## src/rtl/spi_input_controller.sv

```systemverilog
// SPI slave receive front-end. Brings SCK/SS/MOSI into the clk domain,
// produces the shared shift_SPI strobe, assembles MSB-first bytes and
// decodes host commands (cost request, image load into the pixel buffer).
module spi_input_controller #(
  parameter int unsigned NUM_PIXELS = 784,
  parameter int unsigned ADDR_W     = 10
) (
  input  logic              clk,
  input  logic              n_rst,
  input  logic              SCK,
  input  logic              SS,
  input  logic              MOSI,
  output logic              shift_SPI,
  output logic [7:0]        SPI_in,
  output logic              byte_valid,
  output logic              cost_req,
  output logic              pixel_wen,
  output logic [ADDR_W-1:0] pixel_addr,
  output logic [7:0]        pixel_data,
  output logic              image_ready,
  output logic              frame_abort,
  output logic              busy
);

  localparam logic [7:0]        CMD_COST = 8'h01;
  localparam logic [7:0]        CMD_LOAD = 8'h02;
  localparam logic [ADDR_W-1:0] LAST_PIX = ADDR_W'(NUM_PIXELS - 1);

  typedef enum logic [1:0] {
    IDLE = 2'd0,
    LOAD = 2'd1,
    DONE = 2'd2
  } state_t;

  // synchronizer stages
  logic sck_s1, sck_s2, sck_prev;
  logic ss_s1, ss_s2;
  logic mosi_s1, mosi_s2;

  // byte assembly
  logic [6:0] sr;
  logic [2:0] bit_cnt;
  logic [7:0] rx_byte;
  logic       rx_valid;

  // command / load control
  state_t            state, state_next;
  logic [ADDR_W-1:0] pix_cnt, pix_cnt_next;

  // Two-flop synchronizers plus previous-SCK flop for edge detection
  always_ff @(posedge clk or negedge n_rst) begin
    if (!n_rst) begin
      sck_s1   <= 1'b0;
      sck_s2   <= 1'b0;
      sck_prev <= 1'b0;
      ss_s1    <= 1'b1;
      ss_s2    <= 1'b1;
      mosi_s1  <= 1'b0;
      mosi_s2  <= 1'b0;
    end else begin
      sck_s1   <= SCK;
      sck_s2   <= sck_s1;
      sck_prev <= sck_s2;
      ss_s1    <= SS;
      ss_s2    <= ss_s1;
      mosi_s1  <= MOSI;
      mosi_s2  <= mosi_s1;
    end
  end

  assign shift_SPI = sck_s2 & ~sck_prev & ~ss_s2;

  // Shift register and bit counter; the completed byte is registered for one cycle.
  // Only the seven oldest bits are kept: the eighth comes straight from mosi_s2.
  always_ff @(posedge clk or negedge n_rst) begin
    if (!n_rst) begin
      sr       <= '0;
      bit_cnt  <= '0;
      rx_byte  <= '0;
      rx_valid <= 1'b0;
    end else begin
      rx_valid <= 1'b0;
      rx_byte  <= '0;
      if (ss_s2) begin
        sr      <= '0;
        bit_cnt <= '0;
      end else if (shift_SPI) begin
        sr      <= {sr[5:0], mosi_s2};
        bit_cnt <= bit_cnt + 3'd1;
        if (bit_cnt == 3'd7) begin
          rx_valid <= 1'b1;
          rx_byte  <= {sr, mosi_s2};
        end
      end
    end
  end

  assign byte_valid = rx_valid;
  assign SPI_in     = rx_byte;

  // FSM state and pixel counter registers
  always_ff @(posedge clk or negedge n_rst) begin
    if (!n_rst) begin
      state   <= IDLE;
      pix_cnt <= '0;
    end else begin
      state   <= state_next;
      pix_cnt <= pix_cnt_next;
    end
  end

  // Command decode, pixel writes and frame completion/abort
  always_comb begin
    state_next   = state;
    pix_cnt_next = pix_cnt;
    cost_req     = 1'b0;
    pixel_wen    = 1'b0;
    pixel_data   = '0;
    image_ready  = 1'b0;
    frame_abort  = 1'b0;
    unique case (state)
      IDLE: begin
        if (rx_valid) begin
          if (rx_byte == CMD_COST) begin
            cost_req = 1'b1;
          end else if (rx_byte == CMD_LOAD) begin
            state_next   = LOAD;
            pix_cnt_next = '0;
          end
        end
      end
      LOAD: begin
        // A byte completed in the same cycle SS is seen high is still written;
        // if it was the last pixel the frame completes instead of aborting.
        if (rx_valid) begin
          pixel_wen    = 1'b1;
          pixel_data   = rx_byte;
          pix_cnt_next = pix_cnt + 1'b1;
        end
        if (rx_valid && (pix_cnt == LAST_PIX)) begin
          state_next = DONE;
        end else if (ss_s2) begin
          frame_abort  = 1'b1;
          state_next   = IDLE;
          pix_cnt_next = '0;
        end
      end
      DONE: begin
        image_ready = 1'b1;
        state_next  = IDLE;
      end
      default: begin
        state_next   = IDLE;
        pix_cnt_next = '0;
      end
    endcase
  end

  assign pixel_addr = pix_cnt;
  assign busy       = (state != IDLE);

endmodule

```

## config.mk

```make
export PLATFORM = sky130hd
export DESIGN_NAME = spi_input_controller
export DESIGN_NICKNAME = d
export VERILOG_FILES = /design/src/rtl/spi_input_controller.sv
export SDC_FILE = /design/constraint.sdc
export NUM_CORES = 1
export LEC_CHECK = 0
export CAP_MARGIN = 20
export CORE_ASPECT_RATIO = 0.8
export CORE_MARGIN = 2
export CORE_UTILIZATION = 45
export DETAILED_ROUTE_END_ITERATION = 8
export GPL_TIMING_DRIVEN = 0
export PLACE_DENSITY = 0.75
export SYNTH_ARGS = -nofsm -noshare
export SYNTH_HDL_FRONTEND = slang
export SYNTH_SLANG_ARGS = --single-unit
```

## constraint.sdc

```tcl
create_clock -name clk -period 1.6 [get_ports clk]
set_clock_uncertainty 0.15 [all_clocks]
set_input_delay 0.24 -clock clk [delete_from_list [all_inputs] [get_ports clk]]
set_output_delay 0.24 -clock clk [all_outputs]
set_load 0.1 [all_outputs]
```

==> summary.txt <==
Crit path required time = 1.21 ns
Area contributors post-synth = dfrtp_1 51%, nand2_1 5.8%, and2_1 3.2%, dfstp_2 3.0%, and3_1 2.9%
Footprint of the multi-input gates = 996 um^2
Initial core utilization = 46.5%
Pwr dens = 588 mW/mm^2
Netlist cell types = 33
Ant. Diodes = 0
Initial antenna violation count = 0
First-pass DRT Iterations = 4
Final setup fails = 23
Largest net degree at the start of global routing = 39
Fin Hold WS = 0.201 ns
Worst IR drop on VDD = 489 uV
Combinational power share = 6.0%
Switching Share = 22.4%
Final ANT Viol Nets = 0
Fin crit share = 133%
Sequential share of the synthesized area = 54.3%
Synth Register Bits = 38
Routed WL = 4.92 mm
R2R setup slack = -0.30 ns
Failing checks = negative setup slack
Chip width = 73.8 um
Die area = 0.00442 mm^2
Worst hold path class = flop to flop
Top Ports = 38
RePlAce Congestion = 0.822
First-pass GRT wire length = 7.35 mm
RSZ-0062 raised after global routing = true
Top-area cell type share of the netlist area = 51.3%
R2r endpoint = pixel_addr[2]
Sw Pwr = 394 uW
Site row count = 20
Worst Path Max Fanout = 3
Tot Pwr = 1.76 mW
Share of layout cells above drive strength 1 = 58.1%
Hold Crit Depth = 0
GRT overflow = 0
Post-DP HPWL = 2.75 mm
Post-Syn Area = 0.00176 mm^2
Max Freq = 469 MHz
Syn_area_per_cell = 10.3 um^2
Reg area = 997 um^2
Clk slew on worst S/H paths = 0.07 ns
Clk pwr share = 38.1%
Crit path DAT = 1.74 ns
Post-Synthesis Cells = 171
Fin nets = 255
DRT iter0 DRCs = 117
Status = finished, violations left
CTS buffer count = 5
CTS max path bufs = 2
Fin crit period = 2.13 ns
Core Area = 0.00378 mm^2
Final worst slack = -0.533 ns
Slew @ Worst Pin = 0.824 ns
Slew headroom = 45.1%
Max-cap violation count = 0
Die Y = 59.9 um
Clock sinks = 38
Synth-to-layout area growth = 70.6%
Setup CP Type = flop to output pin
Finished Cell Area = 0.00299 mm^2
Net Count, Synth = 179
Element type at the critical path start = flop
Worst skew pair latency = 0.29 ns
Int Pwr = 1.37 mW
# DRC = 0
Count of input and output buffers = 37
Placed cell areas = 0.00241 mm^2
Clock Tree Root = clkbuf_8
Final Hold Vio Count = 0
Synth warn = 0
CTS tree = done
Worst hold endpoint = mosi_s2
Vias in the first global route = 1478
Max-slew violations = 0
R2r worst-path depth = 5
GRT Total Usage = 22.4%
Routed WL per cell = 16.3 um
Leakage dissipation = 1.30 nW
Largest area contributor in the netlist = dfrtp_1
Vias per inst = 5.46
Hold Crit Start = mosi_s1
Routed vias = 1654
Critical Path End Type = output pin
H-tree levels = 2
Reg2Reg Launch Point = SPI_in[7]
Pre-CTS setup slack = -1.39 ns
Number of fill cells in the layout = 227
Reg power frac = 55.9%
==> per-stage QoR <==
step	TNS (ns)	std cells	utilization (%)
floorplan	-6.49	171	-
global placement	-50.34	263	63.9
detailed placement	-24.54	263	63.7
CTS	-6.30	291	73.8
global route	-7.39	303	79.2
finish	-6.15	303	79.2
==> placed cells by master (no fill, tap or decap), types with 7 or more instances in the layout <==
| cell | Yosys | final |
|---|---|---|
| and3_4 | 0 | 7 |
| buf_6 | 1 | 11 |
| dfrtp_2 | 0 | 14 |
| dfrtp_4 | 0 | 7 |
| and2_1 | 9 | 8 |
| buf_12 | 0 | 13 |
| nand2_1 | 27 | 27 |
| buf_4 | 0 | 27 |
| dfrtp_1 | 36 | 15 |
| buf_2 | 1 | 10 |
| a21oi_1 | 9 | 9 |
==> critical path, stage by stage (launching register included) <==
cell and delay, ns:
dfrtp_4 0.50, ha_4 0.18, and4_4 0.15, a41oi_4 0.16, buf_6 0.15, and2_4 0.14
buf_12 0.16
==> cells in the mapped netlist <==
cell type and count:
a211o_1 2, a211oi_1 3, a21o_1 5, a21oi_1 9, a221o_1 2, a41oi_2 2, and2_1 9, and2_2 1
and3_1 8, and4_1 1, buf_2 1, buf_6 1, clkbuf_1 6, dfrtp_1 36, dfstp_2 2, ha_1 3
inv_1 3, nand2_1 27, nand2b_1 3, nand3_1 1, nand4_1 6, nor2_1 8, nor2b_1 5, nor3_1 6
nor3b_1 1, nor4_1 3, nor4_4 2, nor4b_1 2, o21ai_0 7, o31ai_1 1, or2_2 1, or3_1 3
xnor2_1 1
==> power by group through the flow <==
stage          combinational (mW)  sequential, mW  clock [mW]
6_report                    0.106           0.985       0.671
5_1_grt                     0.115           0.985       0.735
4_1_cts                    0.0879           0.984       0.689
2_1_floorplan              0.0396            1.00           0
3_3_place_gp               0.0745            1.00           0
3_5_place_dp               0.0760            1.00           0
==> final cells by class <==
cell class              instances  area share, %
multi-input cells             122           33.3
well taps                      55           2.30
clock inverters                 2          0.418
plain buffers                   6           3.18
clock buffers                   6           2.76
flip-flops and latches         38           33.3
inverters                       3          0.543
repair buffers                 71           24.2
==> per-layer routing <==
layer,vias to the layer above,part of all wire (%),GRT usage (%)
li1,762,-,-
met1,800,43,31.4
met2,71,48,33.7
met3,21,6.2,5.73
met4,0,3.3,8.31
met5,-,0,0
==> timing repair <==
| action | 4_1_cts | 5_1_grt |
|---|---|---|
| endpoints found under the hold margin | 36 | 0 |
| pin swaps | 7 | 18 |
| resized for setup | 234 | 34 |
| hold buffers | 1 | 0 |
| endpoints found under the setup margin | 43 | 33 |
| setup buffers | 20 | 13 |
==> flip-flops by register name (all words and copies together) (netlist names), 2 cells and up <==
register and cells:
pixel_addr 10, bit_cnt 3, sr 7, state 2, SPI_in 8
==> worst max path at each step <==
stage | from | endpoint | slack (ns) | depth (start not counted)
after detailed placement | pixel_addr[0] | frame_abort | -1.39 | 6
after global routing | SPI_in[7] | cost_req | -0.59 | 4
after global placement | pixel_addr[0] | frame_abort | -1.37 | 6
final | pixel_addr[1] | frame_abort | -0.53 | 6
after CTS | SPI_in[4] | cost_req | -0.53 | 4
after floorplan | SPI_in[7] | cost_req | -1.00 | 3
==> logic make-up after synthesis <==
group                    count (synthesis)  share of synthesized area [%]
AND/OR/NAND/NOR                         87                           27.8
XOR/XNOR                                 1                          0.499
AO/OA/AOI/OAI                           31                           12.4
adder cells (fa/ha/maj)                  3                           2.14
buffers and inverters                   11                           2.85
flip-flops                              38                           54.3
Power figures use the tool's default switching activity.
